$ cat src/rtl/guess_injector_if.sv
// Request/response and pushbutton bundle between a guess requester and the guess injector.
// The injector takes the slave view; the requester (demo logic or bench) takes the master view.
interface guess_injector_if;
    logic       start;
    logic [1:0] max_digits;
    logic [3:0] cur_digit_1;
    logic [3:0] cur_digit_2;
    logic [3:0] cur_digit_3;
    logic [3:0] guess_digit_1;
    logic [3:0] guess_digit_2;
    logic [3:0] guess_digit_3;
    logic [2:0] digit_btn_n;
    logic       confirm_btn_n;
    logic       busy;
    logic       done;
    logic       err;

    modport master (
        output start, max_digits,
        output cur_digit_1, cur_digit_2, cur_digit_3,
        output guess_digit_1, guess_digit_2, guess_digit_3,
        input  digit_btn_n, confirm_btn_n, busy, done, err
    );

    modport slave (
        input  start, max_digits,
        input  cur_digit_1, cur_digit_2, cur_digit_3,
        input  guess_digit_1, guess_digit_2, guess_digit_3,
        output digit_btn_n, confirm_btn_n, busy, done, err
    );
endinterface

$ cat src/rtl/guess_injector.sv
// Enters a full guess on the active-low pushbutton interface: timed presses on each digit
// button to walk it from the displayed value to the guess, then one confirm press.
module guess_injector #(
    parameter int PRESS_CYCLES   = 16,
    parameter int RELEASE_CYCLES = 16,
    parameter int CNT_W          = 8
) (
    input  logic             clk_i,
    input  logic             rst_ni,
    guess_injector_if.slave  bus
);

    localparam logic [2:0] S_IDLE     = 3'd0;
    localparam logic [2:0] S_LOAD     = 3'd1;
    localparam logic [2:0] S_SELECT   = 3'd2;
    localparam logic [2:0] S_PRESS    = 3'd3;
    localparam logic [2:0] S_RELEASE  = 3'd4;
    localparam logic [2:0] S_CPRESS   = 3'd5;
    localparam logic [2:0] S_CRELEASE = 3'd6;
    localparam logic [2:0] S_DONE     = 3'd7;

    localparam logic [CNT_W-1:0] P_LOAD = CNT_W'(PRESS_CYCLES - 1);
    localparam logic [CNT_W-1:0] R_LOAD = CNT_W'(RELEASE_CYCLES - 1);
    localparam logic [2:0]       NONE   = 3'd4;

    logic [2:0]       state_q, state_d;
    logic [CNT_W-1:0] cnt_q, cnt_d;
    logic [2:0]       idx_q, idx_d;
    logic [3:0]       n_q [3];
    logic [3:0]       n_d [3];
    logic [1:0]       max_q;
    logic [3:0]       cur_q [3];
    logic [3:0]       guess_q [3];
    logic [2:0]       digBtn_q, digBtn_d;
    logic             confBtn_q, confBtn_d;
    logic             err_q, err_d;
    logic             accept;
    logic             take;
    logic [2:0]       nxt;

    function automatic logic [3:0] modDiff(input logic [3:0] g, input logic [3:0] c);
        logic [4:0] d;
        if (g >= c) d = {1'b0, g} - {1'b0, c};
        else        d = {1'b0, g} + 5'd10 - {1'b0, c};
        return d[3:0];
    endfunction

    // Lowest active digit at or after 'from' that still needs presses, or NONE.
    function automatic logic [2:0] nextDigit(input logic [2:0] from, input logic [1:0] maxd,
                                             input logic [3:0] n0, input logic [3:0] n1,
                                             input logic [3:0] n2);
        logic [2:0] r;
        r = NONE;
        if (from <= 3'd3 && maxd >= 2'd3 && n2 != 4'd0) r = 3'd3;
        if (from <= 3'd2 && maxd >= 2'd2 && n1 != 4'd0) r = 3'd2;
        if (from <= 3'd1 && maxd >= 2'd1 && n0 != 4'd0) r = 3'd1;
        return r;
    endfunction

    assign accept = (bus.max_digits != 2'd0)
                  && (bus.guess_digit_1 <= 4'd9) && (bus.cur_digit_1 <= 4'd9)
                  && (bus.max_digits < 2'd2 || (bus.guess_digit_2 <= 4'd9 && bus.cur_digit_2 <= 4'd9))
                  && (bus.max_digits < 2'd3 || (bus.guess_digit_3 <= 4'd9 && bus.cur_digit_3 <= 4'd9));
    assign take   = (state_q == S_IDLE) && bus.start && accept;

    always_comb begin
        state_d = state_q;
        cnt_d   = cnt_q;
        idx_d   = idx_q;
        err_d   = 1'b0;
        nxt     = NONE;
        for (int i = 0; i < 3; i++) n_d[i] = n_q[i];

        case (state_q)
            S_IDLE: begin
                if (bus.start) begin
                    if (accept) state_d = S_LOAD;
                    else        err_d   = 1'b1;
                end
            end
            S_LOAD: begin
                for (int i = 0; i < 3; i++) n_d[i] = modDiff(guess_q[i], cur_q[i]);
                idx_d   = 3'd1;
                state_d = S_SELECT;
            end
            // Zero-count digits are skipped within this one cycle; a second visit ends the digits.
            S_SELECT: begin
                if (idx_q > {1'b0, max_q}) begin
                    state_d = S_CPRESS;
                    cnt_d   = P_LOAD;
                end else begin
                    nxt = nextDigit(idx_q, max_q, n_q[0], n_q[1], n_q[2]);
                    if (nxt != NONE) begin
                        idx_d   = nxt;
                        state_d = S_PRESS;
                        cnt_d   = P_LOAD;
                    end else begin
                        idx_d = NONE;
                    end
                end
            end
            S_PRESS: begin
                if (cnt_q == '0) begin
                    state_d = S_RELEASE;
                    cnt_d   = R_LOAD;
                end else begin
                    cnt_d = cnt_q - 1'b1;
                end
            end
            S_RELEASE: begin
                if (cnt_q == '0) begin
                    for (int i = 0; i < 3; i++)
                        if (idx_q == 3'(i + 1)) n_d[i] = n_q[i] - 4'd1;
                    if ((idx_q == 3'd1 && n_q[0] == 4'd1) || (idx_q == 3'd2 && n_q[1] == 4'd1) ||
                        (idx_q == 3'd3 && n_q[2] == 4'd1)) begin
                        nxt = nextDigit(idx_q + 3'd1, max_q, n_q[0], n_q[1], n_q[2]);
                        if (nxt != NONE) begin
                            idx_d   = nxt;
                            state_d = S_PRESS;
                            cnt_d   = P_LOAD;
                        end else begin
                            idx_d   = NONE;
                            state_d = S_SELECT;
                        end
                    end else begin
                        state_d = S_PRESS;
                        cnt_d   = P_LOAD;
                    end
                end else begin
                    cnt_d = cnt_q - 1'b1;
                end
            end
            S_CPRESS: begin
                if (cnt_q == '0) begin
                    state_d = S_CRELEASE;
                    cnt_d   = R_LOAD;
                end else begin
                    cnt_d = cnt_q - 1'b1;
                end
            end
            S_CRELEASE: begin
                if (cnt_q == '0) state_d = S_DONE;
                else             cnt_d   = cnt_q - 1'b1;
            end
            S_DONE:  state_d = S_IDLE;
            default: state_d = S_IDLE;
        endcase
    end

    // Button levels are derived from the next state so the pins are pure flop outputs.
    always_comb begin
        digBtn_d  = 3'b111;
        confBtn_d = (state_d != S_CPRESS);
        if (state_d == S_PRESS) begin
            for (int i = 0; i < 3; i++)
                if (idx_d == 3'(i + 1)) digBtn_d[i] = 1'b0;
        end
    end

    always_ff @(posedge clk_i or negedge rst_ni) begin
        if (!rst_ni) begin
            state_q   <= S_IDLE;
            cnt_q     <= '0;
            idx_q     <= '0;
            max_q     <= '0;
            digBtn_q  <= 3'b111;
            confBtn_q <= 1'b1;
            err_q     <= 1'b0;
            for (int i = 0; i < 3; i++) begin
                n_q[i]     <= '0;
                cur_q[i]   <= '0;
                guess_q[i] <= '0;
            end
        end else begin
            state_q   <= state_d;
            cnt_q     <= cnt_d;
            idx_q     <= idx_d;
            digBtn_q  <= digBtn_d;
            confBtn_q <= confBtn_d;
            err_q     <= err_d;
            for (int i = 0; i < 3; i++) n_q[i] <= n_d[i];
            if (take) begin
                max_q      <= bus.max_digits;
                cur_q[0]   <= bus.cur_digit_1;
                cur_q[1]   <= bus.cur_digit_2;
                cur_q[2]   <= bus.cur_digit_3;
                guess_q[0] <= bus.guess_digit_1;
                guess_q[1] <= bus.guess_digit_2;
                guess_q[2] <= bus.guess_digit_3;
            end
        end
    end

    assign bus.digit_btn_n   = digBtn_q;
    assign bus.confirm_btn_n = confBtn_q;
    assign bus.busy          = (state_q != S_IDLE) && (state_q != S_DONE);
    assign bus.done          = (state_q == S_DONE);
    assign bus.err           = err_q;

endmodule

$ cat src/flat_wrapper.sv
// flat-port wrapper written by rule: the top's interface ports become plain ports
module guess_injector_flat 
#(
    parameter int PRESS_CYCLES   = 16,
    parameter int RELEASE_CYCLES = 16,
    parameter int CNT_W          = 8
)
  (clk_i, rst_ni, bus_start, bus_max_digits, bus_cur_digit_1, bus_cur_digit_2, bus_cur_digit_3, bus_guess_digit_1, bus_guess_digit_2, bus_guess_digit_3, bus_digit_btn_n, bus_confirm_btn_n, bus_busy, bus_done, bus_err);
  guess_injector_if bus_i ();
  input  logic clk_i;
  input  logic rst_ni;
  input wire logic [$bits(bus_i.start)-1:0] bus_start;
  input wire logic [$bits(bus_i.max_digits)-1:0] bus_max_digits;
  input wire logic [$bits(bus_i.cur_digit_1)-1:0] bus_cur_digit_1;
  input wire logic [$bits(bus_i.cur_digit_2)-1:0] bus_cur_digit_2;
  input wire logic [$bits(bus_i.cur_digit_3)-1:0] bus_cur_digit_3;
  input wire logic [$bits(bus_i.guess_digit_1)-1:0] bus_guess_digit_1;
  input wire logic [$bits(bus_i.guess_digit_2)-1:0] bus_guess_digit_2;
  input wire logic [$bits(bus_i.guess_digit_3)-1:0] bus_guess_digit_3;
  output wire logic [$bits(bus_i.digit_btn_n)-1:0] bus_digit_btn_n;
  output wire logic [$bits(bus_i.confirm_btn_n)-1:0] bus_confirm_btn_n;
  output wire logic [$bits(bus_i.busy)-1:0] bus_busy;
  output wire logic [$bits(bus_i.done)-1:0] bus_done;
  output wire logic [$bits(bus_i.err)-1:0] bus_err;
  assign bus_i.start = bus_start;
  assign bus_i.max_digits = bus_max_digits;
  assign bus_i.cur_digit_1 = bus_cur_digit_1;
  assign bus_i.cur_digit_2 = bus_cur_digit_2;
  assign bus_i.cur_digit_3 = bus_cur_digit_3;
  assign bus_i.guess_digit_1 = bus_guess_digit_1;
  assign bus_i.guess_digit_2 = bus_guess_digit_2;
  assign bus_i.guess_digit_3 = bus_guess_digit_3;
  assign bus_digit_btn_n = bus_i.digit_btn_n;
  assign bus_confirm_btn_n = bus_i.confirm_btn_n;
  assign bus_busy = bus_i.busy;
  assign bus_done = bus_i.done;
  assign bus_err = bus_i.err;
  guess_injector #(.PRESS_CYCLES(PRESS_CYCLES), .RELEASE_CYCLES(RELEASE_CYCLES), .CNT_W(CNT_W)) u_core (.clk_i(clk_i), .rst_ni(rst_ni), .bus(bus_i));
endmodule
$ cat config.mk
export PLATFORM = sky130hd
export DESIGN_NAME = guess_injector_flat
export DESIGN_NICKNAME = d
export VERILOG_FILES = /design/src/rtl/guess_injector_if.sv /design/src/rtl/guess_injector.sv /design/src/flat_wrapper.sv
export SDC_FILE = /design/constraint.sdc
export NUM_CORES = 1
export LEC_CHECK = 0
export ABC_AREA = 1
export CORE_MARGIN = 2
export CORE_UTILIZATION = 64
export CTS_CLUSTER_DIAMETER = 120
export CTS_CLUSTER_SIZE = 25
export DETAILED_ROUTE_END_ITERATION = 10
export PLACE_DENSITY = 0.9
export SYNTH_ARGS = -nofsm -noshare
export SYNTH_HDL_FRONTEND = slang
export SYNTH_SLANG_ARGS = --single-unit
export TNS_END_PERCENT = 10
$ cat constraint.sdc
create_clock -name clk_i -period 3.7 [get_ports clk_i]
set_input_delay 0.74 -clock clk_i [delete_from_list [all_inputs] [get_ports clk_i]]
set_output_delay 0.74 -clock clk_i [all_outputs]
set_load 0.005 [all_outputs]
==> results.md <==
- Synth area leader: dfrtp_1
- Critical R2R Launch: u_core.state_q[0]$_DFF_PN0_
- F_max: roughly 380 MHz
- PD cells: 913 nW/um^2
- Resized cells post-CTS: 0
- Crit path kind: flop to primary output
- Vias per inst: about 5.5
- Unique masters post-synth: 42
- Clock skew: just under 0.008 ns
- CP endpoint kind: primary output
- All-layer global routing usage: 27.6%
- Sequential Area: 1430 um^2
- Share of cells above drive strength 1: between 15 and 20%
- Total CTS buffers: 9
- Sw Share: 50.3%
- Half-perimeter wire length of the detailed placement result: slightly above 7000 um
- Total congestion overflow: 0
- Slew @ Worst Pin: about 0.73 ns
- DIE WIDTH: between 80 and 90 um
- Initial DRT Pass Iterations: 6
- Yosys top cell area share: 30.0%
- Die Y: between 80 and 90 um
- Final WS setup: 1.04 ns
- Reg2reg end: u_core.bus.digit_btn_n[1]$_DFF_PN1_
- Initial DRC count: approximately 270
- Routability-driven placement congestion ratio: approximately 0.88
- Final ANT Viol Nets: 0
- Mapped Cells: approximately 560
- Fin nets: 675
- H-tree level count: 3
- Switch Pwr: about 2.3 mW
- Initial antenna violation count: 0
- Ys Warns: 0
- Drt drc: 0
- Tcrit/Tclk final: between 70 and 80%
- Seq/Total Area, Yosys: between 30% and 40%
- Vias after detailed routing: ~3800
- Comb power frac: 63.8%
- Pin count of the biggest net entering global routing: between 40 and 50
- Flop2flop setup slack: around 1.3 ns
- Int Pwr: 2.24 mW
- Reg clk slew, reported paths: about 0.060 ns
- Synth Register Bits: 57
- Final Critical Period: 2.66 ns
- Most frequent cells in the layout: nand2_1, inv_1, dfrtp_1
- Initial Util: about two thirds
- Min-Delay Path Class: primary input to asynchronous set/reset pin
- Net Count, Synth: approximately 640
- Most common cell after layout, fill and taps aside: nand2_1
- CP dominant cell by count: nand2_1
- Post-Route Utilization: roughly three quarters
- CTS Hold Bufs: 0
- Cells along the critical path: nand2_1 > nand2_1 > o21ai_0 > clkdlybuf4s50_1
- Multi-input logic area: 2560 um^2
- Max Slew Vio Count: 0
- Status: complete, no violations
- Final setup fails: 0
- Filler cells: roughly 490
- Final Hold Viols: 0
- Peak supply drop: ~0.00052 V
- Clock power frac: 11.0%
- Crit path largest cell delay: about 0.64 ns
- CTS tree: yes
- Slowest cell on crit path: dfrtp_1
- Row cnt: 30
- CTS Buffer Depth: 2
- Worst skew pair latency: ~0.35 ns
- Top area cells in the synthesized netlist: dfrtp_1, ha_1, nand2_1, inv_1, nor2_1
- Postcts setup bufs: 0
- Worst EP required: between 2 and 3 ns
- Leakage power: approximately 2.5 nW
- RSZ-0062 raised after global routing: false
- Sink Count: 57
- Diodes inserted: 0
- Final wirelength: 9590 um
- Max Cap Viol: 0
- Synth-to-Final Area Change: 11.8%
- Synth Area per Inst: between 7 and 8 um^2
- Mapped Area: 4430 um^2
- Worst slack, placed: approximately 0.70 ns
- Wire per inst: 14.0 um
- Worst setup SP type: flop
- Register share of total power: roughly 25%
- Final Power: 4.52 mW
- Worst hold margin: slightly above 0.4 ns
- Die area: 7600 um^2
- Core area: between 6000 and 7000 um^2
- First-pass GRT wire length: 16600 um
- Buffers on Ports: 35
- Final TNS setup: 0 ns
- R2R depth: 4
- # IOs: 36
- Root Buffer: clkbuf_8
- Vias in the first global route: approximately 3800
- Relative slew slack: roughly half
- CP Max Fanout: 9
- Crit path DAT: 1.92 ns
==> per-layer routing <==
layer	vias to the layer above	wire length, um	track usage, %
li1	1891	-	-
met1	1797	4000	34.0
met2	93	4920	47.7
met3	22	405	3.98
met4	0	253	12.6
met5	-	0	0
==> worst max path at each step <==
stage / startpoint / end / slack (ns) / cells past startpoint
2_1_floorplan: u_core.guess_q[1]$_DFFE_PN0P_ / u_core.n_q[3]$_DFFE_PN0P_ / 1.80 / 10
3_3_place_gp: bus_cur_digit_3[1] / u_core.bus.digit_btn_n[0]$_DFF_PN1_ / 0.79 / 9
3_5_place_dp: bus_cur_digit_3[1] / u_core.bus.digit_btn_n[1]$_DFF_PN1_ / 0.70 / 9
4_1_cts: u_core.state_q[0]$_DFF_PN0_ / bus_busy / 1.02 / 4
5_1_grt: bus_cur_digit_3[1] / u_core.bus.digit_btn_n[1]$_DFF_PN1_ / 0.85 / 9
6_report: u_core.state_q[0]$_DFF_PN0_ / bus_busy / 1.04 / 4
==> worst max-delay path, delay by kind of cell (launching register included) <==
| family | cells | cell delay (ns) |
|---|---|---|
| AOI/OAI and AO/OA | 1 | 0.10 |
| buffers and inverters | 1 | 0.46 |
| DFF | 1 | 0.64 |
| and+or+nand+nor | 2 | 0.37 |
==> state kept, by name, summed over array words and instances, names as in the netlist <==
signal,count
u_core.max_q,2
u_core.guess_q,12
u_core.n_q,12
u_core.cnt_q,8
u_core.cur_q,12
u_core.bus.err,1
u_core.bus.digit_btn_n,3
u_core.state_q,3
u_core.bus.confirm_btn_n,1
u_core.idx_q,3
==> power groups by stage <==
stage          Clock, mW  Sequential [mW]  Combinational (mW)
5_1_grt            0.528             1.17                3.28
2_1_floorplan          0             1.05                2.30
4_1_cts            0.502             1.14                2.87
3_3_place_gp           0             1.12                2.66
6_report           0.498             1.14                2.88
3_5_place_dp           0             1.14                2.83
==> synthesized netlist by cell type (all sizes together) <==
cell,instances
nand3,36
o21bai,1
xor2,10
nor3,6
nand2,124
nand4,5
xnor2,5
buf,9
dfstp,4
o21ai,52
dfrtp,53
a21oi,40
o2111ai,1
o211ai,5
a2bb2oi,1
or2,3
nor2,71
clkinv,2
nor4,1
a22oi,2
o22ai,2
fa,9
inv,85
clkbuf,1
ha,35
a21o,1
==> kinds of logic (layout without fill, tap and decap cells) <==
group           count (synthesis)  after routing  share of synthesized area, %
compound gates                105            105                          14.6
xor+xnor                       15             15                          2.97
fa+ha+maj                      44             44                          14.0
buf+inv                        97            139                          9.78
flops                          57             57                          32.3
simple gates                  246            246                          26.4
==> stage by stage <==
stage	area [um^2]	std cells
after floorplan	4430	564
after global placement	4780	671
after detailed placement	4780	671
after CTS	4950	686
after global routing	4950	686
final	4950	686
==> layout make-up <==
cell class	count	area share [%]
clock inverter	3	0.354
multi-input combinational	410	51.8
timing repair buffer	37	7.28
sequential	57	28.9
inverter	87	6.68
clock buffer	12	2.93
tap	80	2.02
Note: power is estimated with default switching activity, not from simulation.
